`src/rtl/fre_meas_pkg.sv`:
```
// Shared types and constants for the frequency measurement controller.
// FSM encoding, BCD digit types, count limit and default thresholds.
package fre_meas_pkg;

  typedef enum logic [1:0] {
    ST_IDLE = 2'd0,
    ST_GATE = 2'd1,
    ST_CONV = 2'd2,
    ST_DONE = 2'd3
  } state_e;

  typedef logic [3:0] bcd_t;

  typedef struct packed {
    bcd_t thou;
    bcd_t hund;
    bcd_t ten;
    bcd_t one;
  } bcd4_t;

  localparam int             COUNT_W     = 14;
  localparam logic [13:0]    MAX_COUNT   = 14'd9999;
  localparam logic [7:0]     TH_HIGH_DEF = 8'd140;
  localparam logic [7:0]     TH_LOW_DEF  = 8'd115;
  localparam logic [7:0]     LVL_MID     = 8'd128;
  localparam int             BCD_STEPS   = 14;

  // Double-dabble correction: a digit of 5 or more overflows once doubled.
  function automatic bcd_t add3(input bcd_t d);
    return (d >= 4'd5) ? (d + 4'd3) : d;
  endfunction

endpackage

```
`src/rtl/bin2bcd_seq.sv`:
```
// Sequential 14-bit binary to 4-digit BCD converter (shift-add-3).
// One bit per cycle: done_o is high during the 14th step after start_i.
module bin2bcd_seq
  import fre_meas_pkg::*;
(
  input  logic               clk,
  input  logic               rst_n,
  input  logic               start_i,
  input  logic [COUNT_W-1:0] bin_i,
  output logic               done_o,
  output bcd4_t              digits_o
);

  localparam logic [3:0] LAST_STEP = 4'(BCD_STEPS - 1);

  logic [COUNT_W-1:0] bin_q, bin_d;
  logic [15:0]        bcd_q, bcd_d;
  logic [3:0]         step_q, step_d;
  logic               run_q, run_d;
  logic [15:0]        adj;

  always_comb begin
    adj    = {add3(bcd_q[15:12]), add3(bcd_q[11:8]), add3(bcd_q[7:4]), add3(bcd_q[3:0])};
    bin_d  = bin_q;
    bcd_d  = bcd_q;
    step_d = step_q;
    run_d  = run_q;
    if (start_i) begin
      bin_d  = bin_i;
      bcd_d  = '0;
      step_d = '0;
      run_d  = 1'b1;
    end else if (run_q) begin
      // Shift the corrected BCD word and the binary remainder as one register.
      bcd_d  = {adj[14:0], bin_q[COUNT_W-1]};
      bin_d  = {bin_q[COUNT_W-2:0], 1'b0};
      step_d = step_q + 4'd1;
      if (step_q == LAST_STEP) begin
        run_d = 1'b0;
      end
    end
  end

  always_ff @(posedge clk or negedge rst_n) begin
    if (!rst_n) begin
      bin_q  <= '0;
      bcd_q  <= '0;
      step_q <= '0;
      run_q  <= 1'b0;
    end else begin
      bin_q  <= bin_d;
      bcd_q  <= bcd_d;
      step_q <= step_d;
      run_q  <= run_d;
    end
  end

  assign done_o   = run_q && (step_q == LAST_STEP);
  assign digits_o = bcd4_t'(bcd_q);

endmodule

```
`src/rtl/fre_meas_ctrl.sv`:
```
// Gated frequency counter: counts rising level crossings of wave_in over a gate window,
// converts to BCD and presents four digits. Define FRE_MEAS_HYST_EN for hysteresis thresholds.
module fre_meas_ctrl
  import fre_meas_pkg::*;
#(
  parameter int         GATE_CYCLES = 50000000,
  parameter logic [7:0] TH_HIGH     = TH_HIGH_DEF,
  parameter logic [7:0] TH_LOW      = TH_LOW_DEF
) (
  input  logic       clk,
  input  logic       rst_n,
  input  logic       start,
  input  logic       cont,
  input  logic [7:0] wave_in,
  output logic       busy,
  output logic       valid,
  output logic       ovf,
  output logic [3:0] fre_rea_thou,
  output logic [3:0] fre_rea_hund,
  output logic [3:0] fre_rea_ten,
  output logic [3:0] fre_rea_one
);

  localparam int            GATE_W    = (GATE_CYCLES > 1) ? $clog2(GATE_CYCLES) : 1;
  localparam logic [GATE_W-1:0] GATE_LAST = GATE_W'(GATE_CYCLES - 1);

  state_e             state_q, state_d;
  logic [GATE_W-1:0]  gate_cnt_q, gate_cnt_d;
  logic [COUNT_W-1:0] count_q, count_d;
  logic               ovf_acc_q, ovf_acc_d;
  logic               lvl_q, lvl_d;
  bcd4_t              digits_q, digits_d;
  logic               ovf_q, ovf_d;
  logic               valid_q, valid_d;
  logic               rise;
  logic               conv_start;
  logic               conv_done;
  bcd4_t              conv_digits;

`ifdef FRE_MEAS_HYST_EN
  always_comb begin
    lvl_d = lvl_q;
    if (wave_in >= TH_HIGH) begin
      lvl_d = 1'b1;
    end else if (wave_in <= TH_LOW) begin
      lvl_d = 1'b0;
    end
  end
`else
  always_comb begin
    lvl_d = (wave_in >= LVL_MID);
  end
`endif

  // An event is the 0->1 level change taking effect at the end of this cycle.
  assign rise = lvl_d & ~lvl_q;

  always_comb begin
    state_d    = state_q;
    gate_cnt_d = gate_cnt_q;
    count_d    = count_q;
    ovf_acc_d  = ovf_acc_q;
    digits_d   = digits_q;
    ovf_d      = ovf_q;
    valid_d    = 1'b0;
    conv_start = 1'b0;
    case (state_q)
      ST_IDLE: begin
        if (start || cont) begin
          state_d    = ST_GATE;
          gate_cnt_d = '0;
          count_d    = '0;
          ovf_acc_d  = 1'b0;
        end
      end
      ST_GATE: begin
        if (rise) begin
          if (count_q == MAX_COUNT) begin
            ovf_acc_d = 1'b1;
          end else begin
            count_d = count_q + 14'd1;
          end
        end
        if (gate_cnt_q == GATE_LAST) begin
          state_d    = ST_CONV;
          conv_start = 1'b1;
        end else begin
          gate_cnt_d = gate_cnt_q + 1'b1;
        end
      end
      ST_CONV: begin
        if (conv_done) begin
          state_d = ST_DONE;
        end
      end
      ST_DONE: begin
        digits_d = conv_digits;
        ovf_d    = ovf_acc_q;
        valid_d  = 1'b1;
        if (cont) begin
          state_d    = ST_GATE;
          gate_cnt_d = '0;
          count_d    = '0;
          ovf_acc_d  = 1'b0;
        end else begin
          state_d = ST_IDLE;
        end
      end
      default: begin
        state_d = ST_IDLE;
      end
    endcase
  end

  always_ff @(posedge clk or negedge rst_n) begin
    if (!rst_n) begin
      state_q    <= ST_IDLE;
      gate_cnt_q <= '0;
      count_q    <= '0;
      ovf_acc_q  <= 1'b0;
      lvl_q      <= 1'b0;
      digits_q   <= '0;
      ovf_q      <= 1'b0;
      valid_q    <= 1'b0;
    end else begin
      state_q    <= state_d;
      gate_cnt_q <= gate_cnt_d;
      count_q    <= count_d;
      ovf_acc_q  <= ovf_acc_d;
      lvl_q      <= lvl_d;
      digits_q   <= digits_d;
      ovf_q      <= ovf_d;
      valid_q    <= valid_d;
    end
  end

  // count_d already includes an event on the final gate cycle.
  bin2bcd_seq u_bin2bcd (
    .clk      (clk),
    .rst_n    (rst_n),
    .start_i  (conv_start),
    .bin_i    (count_d),
    .done_o   (conv_done),
    .digits_o (conv_digits)
  );

  assign busy         = (state_q != ST_IDLE);
  assign valid        = valid_q;
  assign ovf          = ovf_q;
  assign fre_rea_thou = digits_q.thou;
  assign fre_rea_hund = digits_q.hund;
  assign fre_rea_ten  = digits_q.ten;
  assign fre_rea_one  = digits_q.one;

endmodule
```
`config.mk`:
```
export PLATFORM = sky130hd
export DESIGN_NAME = fre_meas_ctrl
export DESIGN_NICKNAME = d
export VERILOG_FILES = /design/src/rtl/fre_meas_pkg.sv /design/src/rtl/bin2bcd_seq.sv /design/src/rtl/fre_meas_ctrl.sv
export SDC_FILE = /design/constraint.sdc
export NUM_CORES = 1
export LEC_CHECK = 0
export CAP_MARGIN = 20
export CORE_MARGIN = 10
export CORE_UTILIZATION = 30
export CTS_BUF_LIST = sky130_fd_sc_hd__clkbuf_2 sky130_fd_sc_hd__clkbuf_4 sky130_fd_sc_hd__clkbuf_8
export DETAILED_ROUTE_END_ITERATION = 8
export HOLD_SLACK_MARGIN = 0.03
export SLEW_MARGIN = 20
export SYNTH_ARGS = -nofsm -noshare
export SYNTH_HDL_FRONTEND = slang
export SYNTH_SLANG_ARGS = --single-unit
```
`constraint.sdc`:
```
create_clock -name clk -period 2.5 [get_ports clk]
set_clock_uncertainty 0.05 [all_clocks]
set_input_delay 0.375 -clock clk [delete_from_list [all_inputs] [get_ports clk]]
set_output_delay 0.375 -clock clk [all_outputs]
set_load 0.02 [all_outputs]
```
==> Yosys cells after proc, flatten, opt, wreduce, memory -nomap -nowiden <==
Index checks and enable logic that the tools add are counted.
{ "totals": {"reg_bits": 97, "inputBits": 12, "out_inout_bits": 19, "wordCells": 86} }
{ "op_classes": {"add_sub_neg": 7, "order_cmp": 5, "n_eq_ne": 13, "mux": 35, "bitwise_logic": 2, "reduce_logical": 9} }
{ "op_table": {"columns": ["op", "n"], "rows": [
  ["$mux W14", 6],
  ["$mux W26", 3],
  ["$pmux W26 S3", 1],
  ["$pmux W14 S3", 1],
  ["$mux W16", 2],
  ["$add A26 B1 Y26 const B", 1],
  ["$eq A26 B26 Y1 const B", 1],
  ["$mux W4", 5],
  ["$ge A4 B3 Y1 const B", 4],
  ["$add A14 B1 Y14 const B", 1],
  ["$eq A14 B14 Y1 const B", 1],
  ["$ne A2 B2 Y1 const B", 7],
  ["$add A4 B2 Y4 const B", 3],
  ["$mux W1", 11],
  ["$ge A8 B8 Y1 const B", 1],
  ["$pmux W2 S4", 1],
  ["$mux W2", 3],
  ["$reduce_and A5 Y1", 1],
  ["$add A4 B1 Y4 const B", 1],
  ["$eq A2 B2 Y1 const B", 2],
  ["$eq A4 B4 Y1 const B", 1],
  ["$reduce_and A4 Y1", 1],
  ["$reduce_bool A2 Y1", 2],
  ["$add A3 B2 Y3 const B", 1],
  ["other kinds (10)", 10]
]} }

==> Logic depth before layout (Yosys ltp) <==
Gate-level depths: netlist of run 1.
{ "logic_depth": {"depth_word": 5, "depth_mapped": 9, "ltp_nobuf": 7} }

==> Hierarchy <==
From an unflattened synthesis of run 1, not the netlist that was laid out.
{ "unflattened": {"cells_unflattened": 539, "hier_area_um2": 5175.0} }
{ "modules_own_cells": {"columns": ["mod", "n_inst", "cells_per_inst", "area_each_um2", "seq_area_each_um2"], "rows": [
  ["fre_meas_ctrl", 1, 340, 3281.9, 1551.5],
  ["bin2bcd_seq", 1, 199, 1893.1, 875.8]
]} }

==> Worst setup path after synthesis of run 1 <==
Ideal clock, no wire load.
{ "synth_path": {"path_type": "reg-to-reg", "startpoint": "reg gate_cnt_q[0]", "endpoint": "reg state_q[1]", "setup_time_ps": 125, "arrival_ps": 1821, "required_time_ps": 2325, "slack_ps": 504, "stages_incl_launch_ff": 8, "n_path_buf": 1, "synth_period_minus_slack_ps": 1996, "cell_sequence": "dfrtp_1 -> ha_1 -> and2_1 -> buf_4 -> nand2_2 -> or3_4 -> a21oi_2 -> mux2_2"} }
{ "synth_between": {"elab_chain_cells": 3} }
{ "synth_rtl": {"columns": ["item", "line_no", "source"], "rows": [
  ["start, declared", "fre_meas_ctrl.sv:28", "logic [GATE_W-1:0] gate_cnt_q, gate_cnt_d;"],
  ["start signal, assigned", "fre_meas_ctrl.sv:127", "gate_cnt_q <= gate_cnt_d;"],
  ["$eq A26 B26 Y1", "fre_meas_ctrl.sv:84", "if (gate_cnt_q == GATE_LAST) begin"],
  ["$ne A2 B2 Y1 (no line)", null, null],
  ["$reduce_and A3 Y1 (no line)", null, null],
  ["end signal, assigned", "fre_meas_ctrl.sv:126", "state_q <= state_d;"],
  ["end, declared", "fre_meas_ctrl.sv:27", "state_e state_q, state_d;"]
]} }
No other way between the ends.
A chain may end at the register's enable or synchronous reset.

==> Worst setup path after layout of run 1 <==
{ "layout_path": {"startpoint": "reg state_q[0]", "endpoint": "out busy"} }
{ "layout_between": {"elab_chain_cells": 1} }
{ "layout_rtl": {"columns": ["item", "line_no", "source"], "rows": [
  ["$reduce_bool A2 Y1", "fre_meas_ctrl.sv:147", "assign busy = (state_q != ST_IDLE);"],
  ["end, declared", "fre_meas_ctrl.sv:15", "output logic busy,"]
]} }
No other way between the ends.

==> flow_summary.toml, run 1 <==
[cts]
worst_skew_pair.late_latency_ns = 0.39
numCtsBuffers = 9
numClockSinks = 97
postCtsSetupBuffers = 0
cts_tree = "yes"
cts-root-to-sink-buffers = 2
worst_setup_hold_path_clk_slew_ns = 0.10
clk_root_buffer_cell = "sky130_fd_sc_hd__clkbuf_8"
cts_htree_levels = 3

[hold_path]
worstHoldPathType = "in -> async"

[routing]
ant_nets = 0
vias_post_dr = 4045
routedWlPerCell_microns = 14.3
drc_errors = 0
route.detailed.vias_per_inst = 5.15
drt-pass1-iter-count = 4
drt-total-wl_microns = 11300
detail_route.iter0.violations = 212

[timing]
max_slew_margin = 0.649
finalHoldWorstSlack_ns = 0.442
finalMaxSlewViolations = 0
fin_crit_sh = 0.911
setup_viol_count_final = 0
timing.final.crit_period_ns = 2.28
tightestPinTransition_ns = 0.526
fin_ws_ns = 0.221
clock.fmax_mhz = 439
setup_tns_after_final_layout_ns = 0
unrepaired_setup_endpoints_after_global_routing = "no"
hold_viol = 0

[global_route]
global_route.usage.total = 0.0986
global_route_wire_length_before_repair_microns = 19700
antenna_found_initial = 0
grtUsageMet1 = 0.123
groute.layer.met3.usage = 0.0260
total_grt_overflow = 0
busiest_layer = "met2"
pin_count_of_the_biggest_net_entering_global_routing = 60
via_count_of_the_first_global_routing_pass = 4045
global_route.usage.met2 = 0.155

[floorplan]
io_pins = 31
die_area_sq_mm = 0.0231
rows = 48
placeableCoreArea_sq_mm = 0.0172
die-height_microns = 152
initial_utilization = 0.305
fp.dieW_microns = 152

[setup_path]
r2r_cells = 7
crit_buf_inv = 3
cp_data_arrival_time_ns = 1.85
start_kind = "flip-flop"
cpPeakStageDelay_ns = 0.61
worst-path-max-fanout = 4
worst_path_dominant_cell_family = "buffers and inverters"
critPathCaptureType = "output port"
timing.critical_path.cells = "inv_1 > ha_1 > inv_1 > clkdlybuf4s50_1"
cp_slowest_cell = "sky130_fd_sc_hd__clkdlybuf4s50_1"
path_depth = 4
worst_path_most_repeated_cell = "sky130_fd_sc_hd__inv_1"
critical_path_required_ns = 2.08
critPathKind = "reg -> out"

[synth]
yosysSeqAreaShare = 0.464
syn_area_sq_mm = 0.00524
synth_edf_count = 0
synth_flop_type = "sky130_fd_sc_hd__dfrtp_1"
synth_area_leader = "sky130_fd_sc_hd__dfrtp_1"
synth_top_area_frac = 0.464
net_count_after_synthesis = 553
synth-async-reset-ratio = 1.00
syn_avg_cell_area_sq_um = 9.97
ys_warn_count = 0
yosysUniqueCellTypes = 57
postSynthCellCount = 525
synth_seq_cells = 97
post_synth_main_area_contributors = "sky130_fd_sc_hd__dfrtp_1, sky130_fd_sc_hd__mux2i_1, sky130_fd_sc_hd__mux2_2"

[cells_and_area]
final_util = 0.350
finish.cell_count_without_fillers = 786
finish.instance_area_sq_mm = 0.00600
final_net_count = 584
antenna-diode-count = 0
area.growth.synth_to_final_pct = 14.7
most-common-layout-cells = "sky130_fd_sc_hd__dfrtp_1, sky130_fd_sc_hd__nor2_1, sky130_fd_sc_hd__nand2_1"
layout_commonest_cell = "sky130_fd_sc_hd__dfrtp_1"
share_of_cells_above_drive_strength_1 = 0.143

[power_and_ir_drop]
reported_leakage_power_nw = 2.64
power.density_mw_per_mm2 = 642
finalPower_mw = 3.85
worst_case_vdd_ir_drop_v = 0.000325

[run]
timing.max_cap.violations = 0

[run_status]
outcome = "completed"

[placement]
placed_cell_areas_sq_mm = 0.00581
gp_congestion = 0.828
placed_cells_incl_taps = 769
place.port_buffers = 23
dpl.hpwl_microns = 8020
dp_slack_ns = 0.146
[power breakdown]
group          internal [mW]  switching (mW)  total, mW
combinational          0.476           0.710       1.19
sequential              1.62          0.0551       1.67
clock                  0.381           0.613      0.994
[sequential cells by signal, summed over array words and instances (netlist names)]
signal / flops
count_q: 14
u_bin2bcd.bin_q: 14
fre_rea_ten: 4
ovf_acc_q: 1
u_bin2bcd.run_q: 1
fre_rea_thou: 4
lvl_q: 1
state_q: 2
fre_rea_hund: 4
fre_rea_one: 4
u_bin2bcd.step_q: 4
gate_cnt_q: 26
valid: 1
ovf: 1
u_bin2bcd.digits_o: 16
[synthesized netlist by cell type, types with 5 or more instances]
library cell and instances:
sky130_fd_sc_hd__xor2_1 7, sky130_fd_sc_hd__nor4_1 5, sky130_fd_sc_hd__nand3_1 19, sky130_fd_sc_hd__nor2_1 38, sky130_fd_sc_hd__o21ai_0 37, sky130_fd_sc_hd__a21o_1 11
sky130_fd_sc_hd__o31ai_1 6, sky130_fd_sc_hd__nand4_1 13, sky130_fd_sc_hd__a31oi_1 5, sky130_fd_sc_hd__and3_1 8, sky130_fd_sc_hd__or4_1 5, sky130_fd_sc_hd__buf_2 12
sky130_fd_sc_hd__mux2_2 20, sky130_fd_sc_hd__nand2b_1 7, sky130_fd_sc_hd__mux2i_1 23, sky130_fd_sc_hd__inv_1 21, sky130_fd_sc_hd__ha_1 16, sky130_fd_sc_hd__o211ai_1 5
sky130_fd_sc_hd__nand2_1 38, sky130_fd_sc_hd__buf_4 7, sky130_fd_sc_hd__and4_1 5, sky130_fd_sc_hd__dfrtp_1 97, sky130_fd_sc_hd__a21oi_1 30, sky130_fd_sc_hd__xnor2_1 10
sky130_fd_sc_hd__or3_1 10, sky130_fd_sc_hd__clkbuf_1 6, sky130_fd_sc_hd__nor3_1 11
[final cells by class]
cell class	instances	area [sq um]
Fill cell	1759	11200
Multi-Input combinational cell	378	2580
Inverter	21	78.8
Timing Repair Buffer	49	450
Sequential cell	97	2430
Clock buffer	9	124
Clock inverter	7	61.3
Tap cell	225	282
[metal layers]
metal / share of wire / up-vias
met5: 0 / -
met4: 0.019 / 0
met3: 0.044 / 16
met2: 0.47 / 73
met1: 0.46 / 1988
li1: - / 1968
[cells by family after synthesis]
group | after synthesis | synth area share
and+or+nand+nor | 186 | 0.202
AOI/OAI and AO/OA | 116 | 0.137
DFF | 97 | 0.464
buffers and inverters | 50 | 0.0437
muxes | 43 | 0.0870
xor gates and xnor gates | 17 | 0.0284
adders and majority gates | 16 | 0.0382
[worst reg2reg max path, delay by kind of cell, from the launching register on]
kind            cells  cell delay (ns)
simple gates        2             0.58
flops               1             0.46
buf+inv             1             0.22
fa+ha+maj           1             0.27
compound gates      3             0.49
[path summary, 6_finish.rpt]
check                                                 start                        endpoint  slack [ns]
worst max-delay path                 state_q[0]$_DFFE_PN0P_                            busy        0.22
worst min-delay path                                  rst_n      fre_rea_one[2]$_DFFE_PN0P_        0.44
worst max register to register         count_q[0]$_DFF_PN0_  u_bin2bcd.bin_q[4]$_DFFE_PN0P_        0.33
worst min register to register  fre_rea_hund[2]$_DFFE_PN0P_     fre_rea_hund[2]$_DFFE_PN0P_        0.46
max in group asynchronous                             rst_n            count_q[9]$_DFF_PN0_        1.28
min in group clk                fre_rea_hund[2]$_DFFE_PN0P_     fre_rea_hund[2]$_DFFE_PN0P_        0.46
[repair_timing]
item	CTS	global route
resized for setup	0	1
endpoints found under the hold margin	38	0
hold buffers	1	0
endpoints found under the setup margin	0	1
(Power assumes the default switching activity.)
==> inputs of run 2 (changes only) <==
Settings changed: CTS_CLUSTER_DIAMETER set to 200, PLACE_DENSITY set to 0.48.
==> run 2 against run 1 <==
Net effect: power up 1.8%; combinational power shrank 4%; die area unchanged; setup slack better by 0.037 ns; register-to-register slack worse by 0.07 ns; sequential power barely moved; cell count is 0.38% lower; worst hold slack gained 0.013 ns; clock-buffer cell count is 4 higher; non-clock buffer count shrank 3; largest cell class unchanged; largest power group unchanged.
==> flow_summary.toml, run 2 (same netlist as run 1, synthesis figures left out) <==
[run_status]
outcome = "completed"

[floorplan]
die_area_sq_mm = 0.0231
fp.dieW_microns = 152
placeableCoreArea_sq_mm = 0.0172
io_pins = 31
rows = 48
die-height_microns = 152
initial_utilization = 0.305

[routing]
drt-pass1-iter-count = 5
routedWlPerCell_microns = 15.2
drt-total-wl_microns = 11900
route.detailed.vias_per_inst = 5.18
detail_route.iter0.violations = 255
ant_nets = 0
vias_post_dr = 4056
drc_errors = 0

[timing]
tightestPinTransition_ns = 0.531
setup_tns_after_final_layout_ns = 0
clock.fmax_mhz = 446
setup_viol_count_final = 0
unrepaired_setup_endpoints_after_global_routing = "no"
fin_crit_sh = 0.897
finalMaxSlewViolations = 0
max_slew_margin = 0.645
timing.final.crit_period_ns = 2.24
hold_viol = 0

[setup_path]
start_kind = "flip-flop"
rr_endpoint = "u_bin2bcd.bin_q[0]$_DFFE_PN0P_"
worst-path-max-fanout = 4
critical_path_required_ns = 2.08
cp_data_arrival_time_ns = 1.82
critPathKind = "reg -> out"
critPathCaptureType = "output port"
r2r-start = "state_q[1]$_DFFE_PN0P_"
r2r_cells = 7
r2r_slack_ns = 0.26

[cts]
cts-root-to-sink-buffers = 2
cts_tree = "yes"
worst_setup_hold_path_clk_slew_ns = 0.09
holdBufCountCts = 1
clk_root_buffer_cell = "sky130_fd_sc_hd__clkbuf_8"
numCtsBuffers = 9
numClockSinks = 97
postCtsSetupBuffers = 0
worst_skew_pair.late_latency_ns = 0.39
cts-resized-gates = 0
cts_htree_levels = 3

[power_and_ir_drop]
seq_power_share = 0.426
power.switching_fraction = 0.340
worst_case_vdd_ir_drop_v = 0.000258
power.density_mw_per_mm2 = 650
reported_leakage_power_nw = 2.65
power.share.combinational = 0.291
finalPower_mw = 3.92
switching_power_total_mw = 1.33
power.clock.fraction = 0.283
power.internal_mw = 2.59

[cells_and_area]
area.growth.synth_to_final_pct = 15.2
most-common-layout-cells = "sky130_fd_sc_hd__dfrtp_1, sky130_fd_sc_hd__nor2_1, sky130_fd_sc_hd__nand2_1"
final_net_count = 581
layout_commonest_cell = "sky130_fd_sc_hd__dfrtp_1"
largest_register_ffs = 26
fillerInstances = 1772
antenna-diode-count = 0
largest-register = "gate_cnt_q"
share_of_cells_above_drive_strength_1 = 0.136

[global_route]
total_grt_overflow = 0
global_route.usage.total = 0.106
via_count_of_the_first_global_routing_pass = 4115
antenna_found_initial = 0
global_route_wire_length_before_repair_microns = 20800
pin_count_of_the_biggest_net_entering_global_routing = 39

[run]
timing.max_cap.violations = 0

[placement]
place.port_buffers = 23
dpl.hpwl_microns = 8360
gp_congestion = 0.839

[hold_path]
worstHoldPathType = "in -> async"
-- run 2: cell types whose count changed in the layout (fill, tap and decap cells not counted), sizes merged --
cell	delta
buf	-3
bufinv	+1
clkinv	-2
inv	-3
clkbuf	+4
-- run 2: worst max-delay path, stage by stage (launching register included) --
cell	delay, ns
sky130_fd_sc_hd__dfrtp_1	0.41
sky130_fd_sc_hd__inv_1	0.09
sky130_fd_sc_hd__ha_1	0.23
sky130_fd_sc_hd__inv_1	0.09
sky130_fd_sc_hd__clkdlybuf4s50_1	0.61
-- run 2: worst max-delay path by stage --
stage	from	cells past startpoint	endpoint	slack [ns]
after global routing	state_q[1]$_DFFE_PN0P_	7	u_bin2bcd.bin_q[10]$_DFFE_PN0P_	0.03
after detailed placement	wave_in[7]	6	u_bin2bcd.bin_q[10]$_DFFE_PN0P_	0.16
final	state_q[0]$_DFFE_PN0P_	4	busy	0.26
after global placement	wave_in[7]	6	u_bin2bcd.bin_q[10]$_DFFE_PN0P_	0.20
after CTS	state_q[0]$_DFFE_PN0P_	4	busy	0.22
after floorplan	gate_cnt_q[0]$_DFFE_PN0P_	7	state_q[1]$_DFFE_PN0P_	0.50
-- run 2: per-layer routing --
metal  up-vias  global-route usage  routed length (microns)
li1       1949                   -                        -
met1      2029               0.133                     5500
met2        69               0.170                     5760
met3         9              0.0347                      538
met4         0              0.0261                      113
met5         -                   0                        0
-- run 2: layout make-up --
cell class,count,area (sq um),share of cell area
Timing Repair Buffer,46,453,0.0751
Clock buffer,13,166,0.0276
Inverter,21,78.8,0.0131
Multi-Input combinational cell,378,2580,0.427
Clock inverter,3,47.5,0.00788
Sequential cell,97,2430,0.402
Tap cell,225,282,0.0467
-- run 2: metrics by stage --
step	area, sq um	util	instances	worst slack, ns	hold slack (ns)
CTS	6030	0.351	783	0.221	0.465
global placement	5810	0.338	766	0.205	0.337
finish	6030	0.351	783	0.258	0.455
floorplan	5240	-	525	0.504	0.0294
detailed placement	5810	0.338	766	0.159	0.342
global route	6030	0.351	783	0.0275	0.482
-- run 2: power by group through the flow --
stage	logic [mW]	clock network, mW	registers (mW)
2_1_floorplan	0.734	0	1.70
6_report	1.14	1.11	1.67
3_5_place_dp	1.16	0	1.70
3_3_place_gp	1.14	0	1.70
5_1_grt	1.28	1.22	1.68
4_1_cts	1.17	1.16	1.67
==> inputs of run 3 (changes only) <==
Settings changed: REMOVE_ABC_BUFFERS set to 1.
==> run 3 against run 2 <==
Net effect: worst hold slack lost 0.0042 ns; sequential share of layout area up 0.15 points; final area decreased by 0.37%; largest power group unchanged.
==> flow_summary.toml, run 3 (same netlist as run 1, synthesis figures left out) <==
[run_status]
outcome = "completed"

[floorplan]
io_pins = 31
rows = 48
initial_utilization = 0.305
die_area_sq_mm = 0.0231
placeableCoreArea_sq_mm = 0.0172
fp.dieW_microns = 152
die-height_microns = 152

[cts]
numClockSinks = 97
postCtsSetupBuffers = 0
worst_setup_hold_path_clk_slew_ns = 0.10
worst_skew_pair.late_latency_ns = 0.38
cts_htree_levels = 3
cts_tree = "yes"
cts-root-to-sink-buffers = 2
clk_root_buffer_cell = "sky130_fd_sc_hd__clkbuf_8"
numCtsBuffers = 9

[routing]
routedWlPerCell_microns = 15.2
vias_post_dr = 4021
drc_errors = 0
drt-pass1-iter-count = 4
route.detailed.vias_per_inst = 5.14
drt-total-wl_microns = 11900
ant_nets = 0
detail_route.iter0.violations = 165

[cells_and_area]
final_net_count = 580
largest_register_ffs = 26
share_of_cells_above_drive_strength_1 = 0.135
area.growth.synth_to_final_pct = 14.8
largest-register = "gate_cnt_q"
most-common-layout-cells = "sky130_fd_sc_hd__dfrtp_1, sky130_fd_sc_hd__nor2_1, sky130_fd_sc_hd__nand2_1"
finish.cell_count_without_fillers = 782
layout_commonest_cell = "sky130_fd_sc_hd__dfrtp_1"
antenna-diode-count = 0
fillerInstances = 1767
final_util = 0.350

[setup_path]
worst-path-max-fanout = 4
critPathKind = "reg -> out"
critPathCaptureType = "output port"
cp_data_arrival_time_ns = 1.85
critical_path_required_ns = 2.08
start_kind = "flip-flop"
rr_endpoint = "u_bin2bcd.bin_q[9]$_DFFE_PN0P_"
r2r_cells = 8
r2r-start = "state_q[1]$_DFFE_PN0P_"
cp-startpoint = "state_q[0]$_DFFE_PN0P_"
r2r_slack_ns = 0.24

[timing]
clock.fmax_mhz = 440
max_slew_margin = 0.570
setup_viol_count_final = 0
timing.final.crit_period_ns = 2.27
unrepaired_setup_endpoints_after_global_routing = "no"
hold_viol = 0
fin_crit_sh = 0.909
finalMaxSlewViolations = 0
tightestPinTransition_ns = 0.643

[placement]
gp_congestion = 0.831
place.port_buffers = 23
dpl.hpwl_microns = 8280
placed_cells_incl_taps = 765

[power_and_ir_drop]
finalPower_mw = 3.98
reported_leakage_power_nw = 2.65
power.density_mw_per_mm2 = 663
worst_case_vdd_ir_drop_v = 0.000272

[global_route]
antenna_found_initial = 0
global_route.usage.total = 0.106
pin_count_of_the_biggest_net_entering_global_routing = 41
total_grt_overflow = 0
via_count_of_the_first_global_routing_pass = 4024
global_route_wire_length_before_repair_microns = 20700

[hold_path]
worstHoldPathType = "in -> async"

[run]
timing.max_cap.violations = 0
[run 3: cell count changes in the layout (fill, tap and decap cells not counted), sizes merged]
cell	change
inv	+1
buf	-1
clkbuf	-1
[run 3: metrics by stage]
stage	instance area, sq um	setup TNS [ns]	setup WS, ns	hold WS, ns
floorplan	5080	-6.85	-0.353	0.0294
global placement	5790	0	0.186	0.357
detailed placement	5790	0	0.155	0.353
CTS	6010	0	0.201	0.470
global route	6010	0	0.0363	0.485
finish	6010	0	0.227	0.451
[run 3: critical path, cell delays in order (launching register included)]
cell and delay (ns):
sky130_fd_sc_hd__dfrtp_1 0.43, sky130_fd_sc_hd__inv_1 0.10, sky130_fd_sc_hd__ha_1 0.24, sky130_fd_sc_hd__inv_1 0.09
sky130_fd_sc_hd__clkdlybuf4s50_1 0.61
[run 3: what timing repair did]
| action | 4_1_cts | 5_1_grt |
|---|---|---|
| hold endpoints to repair | 38 | 0 |
| resized for setup | 0 | 0 |
| hold buffers | 1 | 0 |
[run 3: worst max-delay path by stage]
stage,endpoint,slack (ns),cells after the start
after floorplan,u_bin2bcd.bin_q[10]$_DFFE_PN0P_,-0.35,6
after global placement,u_bin2bcd.bin_q[12]$_DFFE_PN0P_,0.19,6
after detailed placement,u_bin2bcd.bin_q[12]$_DFFE_PN0P_,0.15,6
after CTS,busy,0.20,4
after global routing,u_bin2bcd.bin_q[9]$_DFFE_PN0P_,0.04,8
final,busy,0.23,4
[run 3: cell type report]
type / count / area, sq um / share of cell area
repair buffers: 45 / 433 / 0.0720
clock buffers: 12 / 153 / 0.0254
clock inverters: 4 / 58.8 / 0.00978
multi-input cells: 378 / 2580 / 0.429
inverters: 21 / 78.8 / 0.0131
well taps: 225 / 282 / 0.0468
flip-flops and latches: 97 / 2430 / 0.404
[run 3: power by group]
part / internal (mW) / switching [mW]
clock network: 0.526 / 0.594
logic: 0.457 / 0.731
registers: 1.62 / 0.0581
total: 2.60 / 1.38
[run 3: metal layers]
metal / share of wire / global-route usage / up-vias / routed length, microns
li1: - / - / 1956 / -
met1: 0.48 / 0.134 / 2010 / 5640
met2: 0.48 / 0.169 / 45 / 5650
met3: 0.035 / 0.0282 / 10 / 416
met4: 0.014 / 0.0362 / 0 / 162
met5: 0 / 0 / - / 0
